$ cat src/rtl/bus_transfer_engine.sv
// bus_transfer_engine
//   Sequenced replacement for a combinational priority bus mux. A control
//   unit issues one transfer at a time (source index plus destination mask).
//   The engine drives BUS from the chosen source. On the next slow-clock
//   strobe it pulses the destination load enables, then reports completion
//   with a one-cycle XFER_DONE. Malformed requests set sticky error flags.
//   Completed transfers are counted.
//
// Ports
//   CLK, ARST_L       clock, asynchronous active-low reset
//   SLOW_CLOCK_STRB   one-cycle enable; the sequence only advances on it
//   SRC_DATA          flattened sources, source i at [i*DATA_W +: DATA_W]
//   XFER_REQ/SRC/DST  transfer request, source index, destination mask
//   CLR_ERR           clears ERR_SRC / ERR_DST on the next edge
//   XFER_BUSY         high while a transfer is driving the bus
//   XFER_DONE         one-cycle completion pulse
//   BUS               shared bus value
//   DST_LOAD          per-destination load enables (strobe-qualified)
//   ERR_SRC/ERR_DST   sticky: out-of-range source / empty destination mask
//   XFER_CNT          completed-transfer count, wraps on overflow
module bus_transfer_engine #(
  parameter int DATA_W   = 16,
  parameter int N_SRC    = 8,
  parameter int SRC_W    = 3,
  parameter int N_DST    = 8,
  parameter int HOLD_BUS = 0,
  parameter int CNT_W    = 8
) (
  input  logic                    CLK,
  input  logic                    ARST_L,
  input  logic                    SLOW_CLOCK_STRB,
  input  logic [N_SRC*DATA_W-1:0] SRC_DATA,
  input  logic                    XFER_REQ,
  input  logic [SRC_W-1:0]        XFER_SRC,
  input  logic [N_DST-1:0]        XFER_DST,
  input  logic                    CLR_ERR,
  output logic                    XFER_BUSY,
  output logic                    XFER_DONE,
  output logic [DATA_W-1:0]       BUS,
  output logic [N_DST-1:0]        DST_LOAD,
  output logic                    ERR_SRC,
  output logic                    ERR_DST,
  output logic [CNT_W-1:0]        XFER_CNT
);

  typedef enum logic [1:0] {
    ST_IDLE  = 2'd0,
    ST_DRIVE = 2'd1,
    ST_DONE  = 2'd2
  } state_t;

  // One extra bit so N_SRC == 2**SRC_W still compares correctly.
  localparam logic [SRC_W:0] N_SRC_L = (SRC_W + 1)'(N_SRC);

  state_t              state_q, state_d;
  logic [SRC_W-1:0]    src_q, src_d;
  logic [N_DST-1:0]    dst_q, dst_d;
  logic [DATA_W-1:0]   hold_q, hold_d;
  logic [CNT_W-1:0]    cnt_q, cnt_d;
  logic                err_src_q, err_src_d;
  logic                err_dst_q, err_dst_d;

  logic                set_err_src;
  logic                set_err_dst;
  logic                src_oob;
  logic                bus_drive;
  logic [DATA_W-1:0]   src_word;

  assign src_oob = ({1'b0, XFER_SRC} >= N_SRC_L);

  // Loop-based select keeps indices inside SRC_DATA even when
  // N_SRC < 2**SRC_W; src_q is only ever loaded with in-range values.
  always_comb begin
    src_word = '0;
    for (int i = 0; i < N_SRC; i++) begin
      if (src_q == SRC_W'(i)) src_word = SRC_DATA[i*DATA_W +: DATA_W];
    end
  end

  always_comb begin
    state_d     = state_q;
    src_d       = src_q;
    dst_d       = dst_q;
    hold_d      = hold_q;
    cnt_d       = cnt_q;
    set_err_src = 1'b0;
    set_err_dst = 1'b0;
    bus_drive   = 1'b0;
    XFER_BUSY   = 1'b0;
    XFER_DONE   = 1'b0;
    DST_LOAD    = '0;

    case (state_q)
      ST_IDLE: begin
        if (XFER_REQ && SLOW_CLOCK_STRB) begin
          // Source fault takes priority over an empty mask.
          if (src_oob) begin
            set_err_src = 1'b1;
          end else if (XFER_DST == '0) begin
            set_err_dst = 1'b1;
          end else begin
            src_d   = XFER_SRC;
            dst_d   = XFER_DST;
            state_d = ST_DRIVE;
          end
        end
      end
      ST_DRIVE: begin
        XFER_BUSY = 1'b1;
        bus_drive = 1'b1;
        if (SLOW_CLOCK_STRB) begin
          DST_LOAD = dst_q;
          hold_d   = src_word;
          cnt_d    = cnt_q + 1'b1;
          state_d  = ST_DONE;
        end
      end
      ST_DONE: begin
        XFER_DONE = 1'b1;
        state_d   = ST_IDLE;
      end
      default: state_d = ST_IDLE;
    endcase

    // Set beats clear when both happen in the same cycle.
    err_src_d = set_err_src | (err_src_q & ~CLR_ERR);
    err_dst_d = set_err_dst | (err_dst_q & ~CLR_ERR);
  end

  always_ff @(posedge CLK or negedge ARST_L) begin
    if (!ARST_L) begin
      state_q   <= ST_IDLE;
      src_q     <= '0;
      dst_q     <= '0;
      hold_q    <= '0;
      cnt_q     <= '0;
      err_src_q <= 1'b0;
      err_dst_q <= 1'b0;
    end else begin
      state_q   <= state_d;
      src_q     <= src_d;
      dst_q     <= dst_d;
      hold_q    <= hold_d;
      cnt_q     <= cnt_d;
      err_src_q <= err_src_d;
      err_dst_q <= err_dst_d;
    end
  end

  assign BUS      = bus_drive ? src_word : ((HOLD_BUS != 0) ? hold_q : '0);
  assign ERR_SRC  = err_src_q;
  assign ERR_DST  = err_dst_q;
  assign XFER_CNT = cnt_q;

endmodule

$ cat config.mk
export PLATFORM = sky130hd
export DESIGN_NAME = bus_transfer_engine
export DESIGN_NICKNAME = d
export VERILOG_FILES = /design/src/rtl/bus_transfer_engine.sv
export SDC_FILE = /design/constraint.sdc
export NUM_CORES = 1
export LEC_CHECK = 0
export CORE_MARGIN = 2
export CORE_UTILIZATION = 31
export DETAILED_ROUTE_END_ITERATION = 6
export GPL_TIMING_DRIVEN = 0
export PLACE_DENSITY = 0.76
export SETUP_SLACK_MARGIN = 0.02
export SLEW_MARGIN = 10
export SYNTH_ARGS = -nofsm -noshare
export SYNTH_HDL_FRONTEND = slang
export SYNTH_SLANG_ARGS = --single-unit
$ cat constraint.sdc
create_clock -name CLK -period 1.7 [get_ports CLK]
set_clock_uncertainty 0.1 [all_clocks]
set_input_delay 0.425 -clock CLK [delete_from_list [all_inputs] [get_ports CLK]]
set_output_delay 0.425 -clock CLK [all_outputs]
set_load 0.05 [all_outputs]
==> summary.md <==
| Metric | Value |
|---|---|
| Yosys cell types | `41` |
| Core area | `between 0.007 and 0.008 sq mm` |
| Max Fclk | `just over 400 MHz` |
| PortBufs | `approximately 180` |
| Crit path launch type | `flop` |
| Mapped Area | `around 0.0023 sq mm` |
| Least-Margin Pin Slew | `1.03 ns` |
| Vias in the first global route | `3,185` |
| Worst VDD drop | `627 uV` |
| Via density | `between 5 and 6` |
| Setup ws final | `-0.717 ns` |
| Wirelength per Cell | `21.0 um` |
| Post-route clock period utilization | `142%` |
| Routing usage on met3 | `between 6 and 7%` |
| Commonest cells after routing, fill and taps aside | `clkdlybuf4s50_1 (133), buf_6 (35), dfrtp_1 (22)` |
| Syn nets | `411` |
| Gr busiest metal | `met2` |
| Fill cell count | `approximately 560` |
| Number of H-tree levels | `1` |
| Via count | `approximately 3,200` |
| Crit-path cells | `buf_8 > buf_12 > mux2i_1 > o21ai_1 > nand2b_1 > a221oi_4 > buf_6` |
| Required time worst endpoint | `about 1.2 ns` |
| Number of diodes | `0` |
| CP peak stage delay | `around 0.40 ns` |
| Synthesized area per cell | `about 8.8 sq um` |
| DRC violations left | `0` |
| CTS tree | `yes` |
| Layout cells sized above 1 | `between 30% and 40%` |
| TNS Setup | `-12.99 ns` |
| Crit path time final | `about 2.4 ns` |
| Most common cell after layout, fill and taps aside | `clkdlybuf4s50_1` |
| Final setup viols | `35` |
| Initial Util | `approximately a third` |
| GRT Total Usage | `between 20% and 30%` |
| Final HPWL DP | `approximately 8.4 mm` |
| Final core occ | `72.7%` |
| R2r setup slk | `-0.14 ns` |
| Grt ovf | `0` |
| ANT nets after route | `0` |
| CP max FO | `10` |
| GPL Wtd Cong | `between 0.8 and 0.9` |
| Violated checks | `negative setup slack` |
| Final hold violation count | `0` |
| Crit path kind | `reg2out` |
| DIE HEIGHT | `90.8 um` |
| Clock transition at path regs | `~0.080 ns` |
| Drt first pass iters | `6` |
| CTS Sinks | `23` |
| Synthesized instance count | `between 200 and 300` |
| CTS max path bufs | `2` |
| CTS hold repair buffers | `0` |
| Hold Path Class | `in2async` |
| Layout area overhead | `127%` |
| Yosys reg bits | `23` |
| Max-cap viol count | `0` |
| First-pass GRT wire length | `about 18 mm` |
| Die W | `90.8 um` |
| Syn. warnings | `0` |
| Root buf cell | `clkbuf_8` |
| Slew headroom | `a little under a third` |
| P_leak | `approximately 2.2 nW` |
| Outcome | `finished with violations` |
| Initial antenna violation count | `0` |
| Layout Nets | `a little over 600` |
| Fin. max-slew vios | `0` |
| Skew-Pair Late Insertion Delay | `around 0.27 ns` |
| Crit. End Element | `primary output` |
| Crit path DAT | `roughly 1.9 ns` |
| Critical path's slowest cell | `dfrtp_1` |
| Largest net degree at the start of global routing | `24` |
| Iter 0 DRT Violations | `around 130` |
| Critical Path Start | `src_q[0]` |
| GR met1 Demand/Resource | `between 30% and 40%` |
| Pwr/cell area | `around 1000 mW/mm^2` |
| Die area | `~0.0083 sq mm` |
| RSZ-0062 raised after global routing | `yes` |
| Grt met2 use | `48.1%` |
| I/O pin total | `180` |
| WL final | `around 12 mm` |
| CTS Buf Count | `3` |
| Register area share after synthesis | `between 20 and 25%` |
| Row count | `31` |
| Power Total | `roughly 5.3 mW` |
| Worst r2r src | `state_q[1]` |
-- kinds of logic after synthesis --
| logic type | share of synthesized area, % |
|---|---|
| DFF | 24.6 |
| and+or+nand+nor | 16.3 |
| xor gates and xnor gates | 2.62 |
| buffers and inverters | 8.19 |
| AOI/OAI and AO/OA | 29.9 |
| muxes | 17.8 |
| adders and majority gates | 0.535 |
-- cells in the mapped netlist (all sizes together) --
| master | instances | share of area (%) |
|---|---|---|
| nand3 | 5 | 1.1 |
| a2bb2oi | 3 | 1.1 |
| and2 | 9 | 2.4 |
| o22ai | 17 | 4.6 |
| a221oi | 11 | 4.1 |
| xor2 | 1 | 0.37 |
| nor3 | 3 | 0.64 |
| nor2 | 5 | 0.80 |
| nand2 | 15 | 2.4 |
| mux4 | 3 | 2.9 |
| ha | 1 | 0.54 |
| nand2b | 18 | 4.8 |
| a21o | 11 | 3.5 |
| o211ai | 2 | 0.64 |
| o22a | 3 | 1.1 |
| o21ai | 24 | 5.1 |
| mux2i | 16 | 6.9 |
| a21boi | 1 | 0.48 |
| dfrtp | 23 | 25 |
| xnor2 | 6 | 2.2 |
| and4bb | 1 | 0.54 |
| mux2 | 14 | 8.0 |
| a22o | 11 | 4.1 |
| o2111ai | 1 | 0.37 |
| clkbuf | 5 | 0.80 |
| a22oi | 11 | 3.5 |
| and3 | 1 | 0.27 |
| and3b | 1 | 0.37 |
| buf | 23 | 6.6 |
| nand4 | 3 | 0.80 |
| a21oi | 4 | 0.86 |
| nor2b | 5 | 1.3 |
| nor4 | 2 | 0.54 |
| o21bai | 1 | 0.32 |
| nand3b | 1 | 0.32 |
| inv | 5 | 0.80 |
-- state kept, by name (all words and copies together), names as in the netlist --
| signal | flops |
|---|---|
| src_q | 3 |
| dst_q | 8 |
| ERR_SRC | 1 |
| XFER_CNT | 8 |
| state_q | 2 |
| ERR_DST | 1 |
-- power breakdown --
group | internal (mW) | switching, mW | leakage, nW
logic | 2.02 | 2.17 | 1.87
clock network | 0.167 | 0.171 | 0.0228
registers | 0.679 | 0.134 | 0.287
total | 2.87 | 2.48 | 2.18
-- layer usage --
layer / vias to the layer above / wire (um)
li1: 1428 / -
met1: 1530 / 4670
met2: 170 / 6040
met3: 32 / 1080
met4: 0 / 310
met5: - / 0
-- final timing paths --
path | depth (start not counted) | to
max in group asynchronous | 1 | state_q[0]
hold reg to reg | 1 | XFER_CNT[6]
min in group CLK | 1 | XFER_CNT[6]
setup reg to reg | 6 | dst_q[6]
hold / removal | 1 | dst_q[3]
setup / recovery | 7 | BUS[7]
-- worst max-delay path, delay by kind of cell, from the launching register on --
| kind | cells | cell delay [ns] |
|---|---|---|
| muxes | 1 | 0.11 |
| and+or+nand+nor | 1 | 0.13 |
| buffers and inverters | 3 | 0.50 |
| DFF | 1 | 0.40 |
| AOI/OAI and AO/OA | 2 | 0.48 |
-- stage by stage --
step	hold slack [ns]	worst slack, ns	cells	area, sq um
global placement	0.368	-1.30	544	4590
detailed placement	0.367	-1.34	544	4590
CTS	0.386	-0.694	564	5050
global route	0.326	-0.753	575	5300
finish	0.231	-0.717	575	5300
floorplan	0.0294	-0.377	266	2670
-- timing repair --
item,4_1_cts,5_1_grt
setup buffers,12,11
pin swaps,26,28
endpoints found under the setup margin,48,62
gates cloned,5,1
resized for setup,279,44
-- area by class of cell --
cell class              instances  area (sq um)  area share [%]
plain buffers                  26           314            5.92
clock buffers                   4          45.0           0.849
inverters                       5          23.8           0.448
multi-input cells             210          2050            38.6
flip-flops and latches         23           577            10.9
well taps                      99           124            2.34
repair buffers                208          2170            41.0
Power figures use the tool's default switching activity.
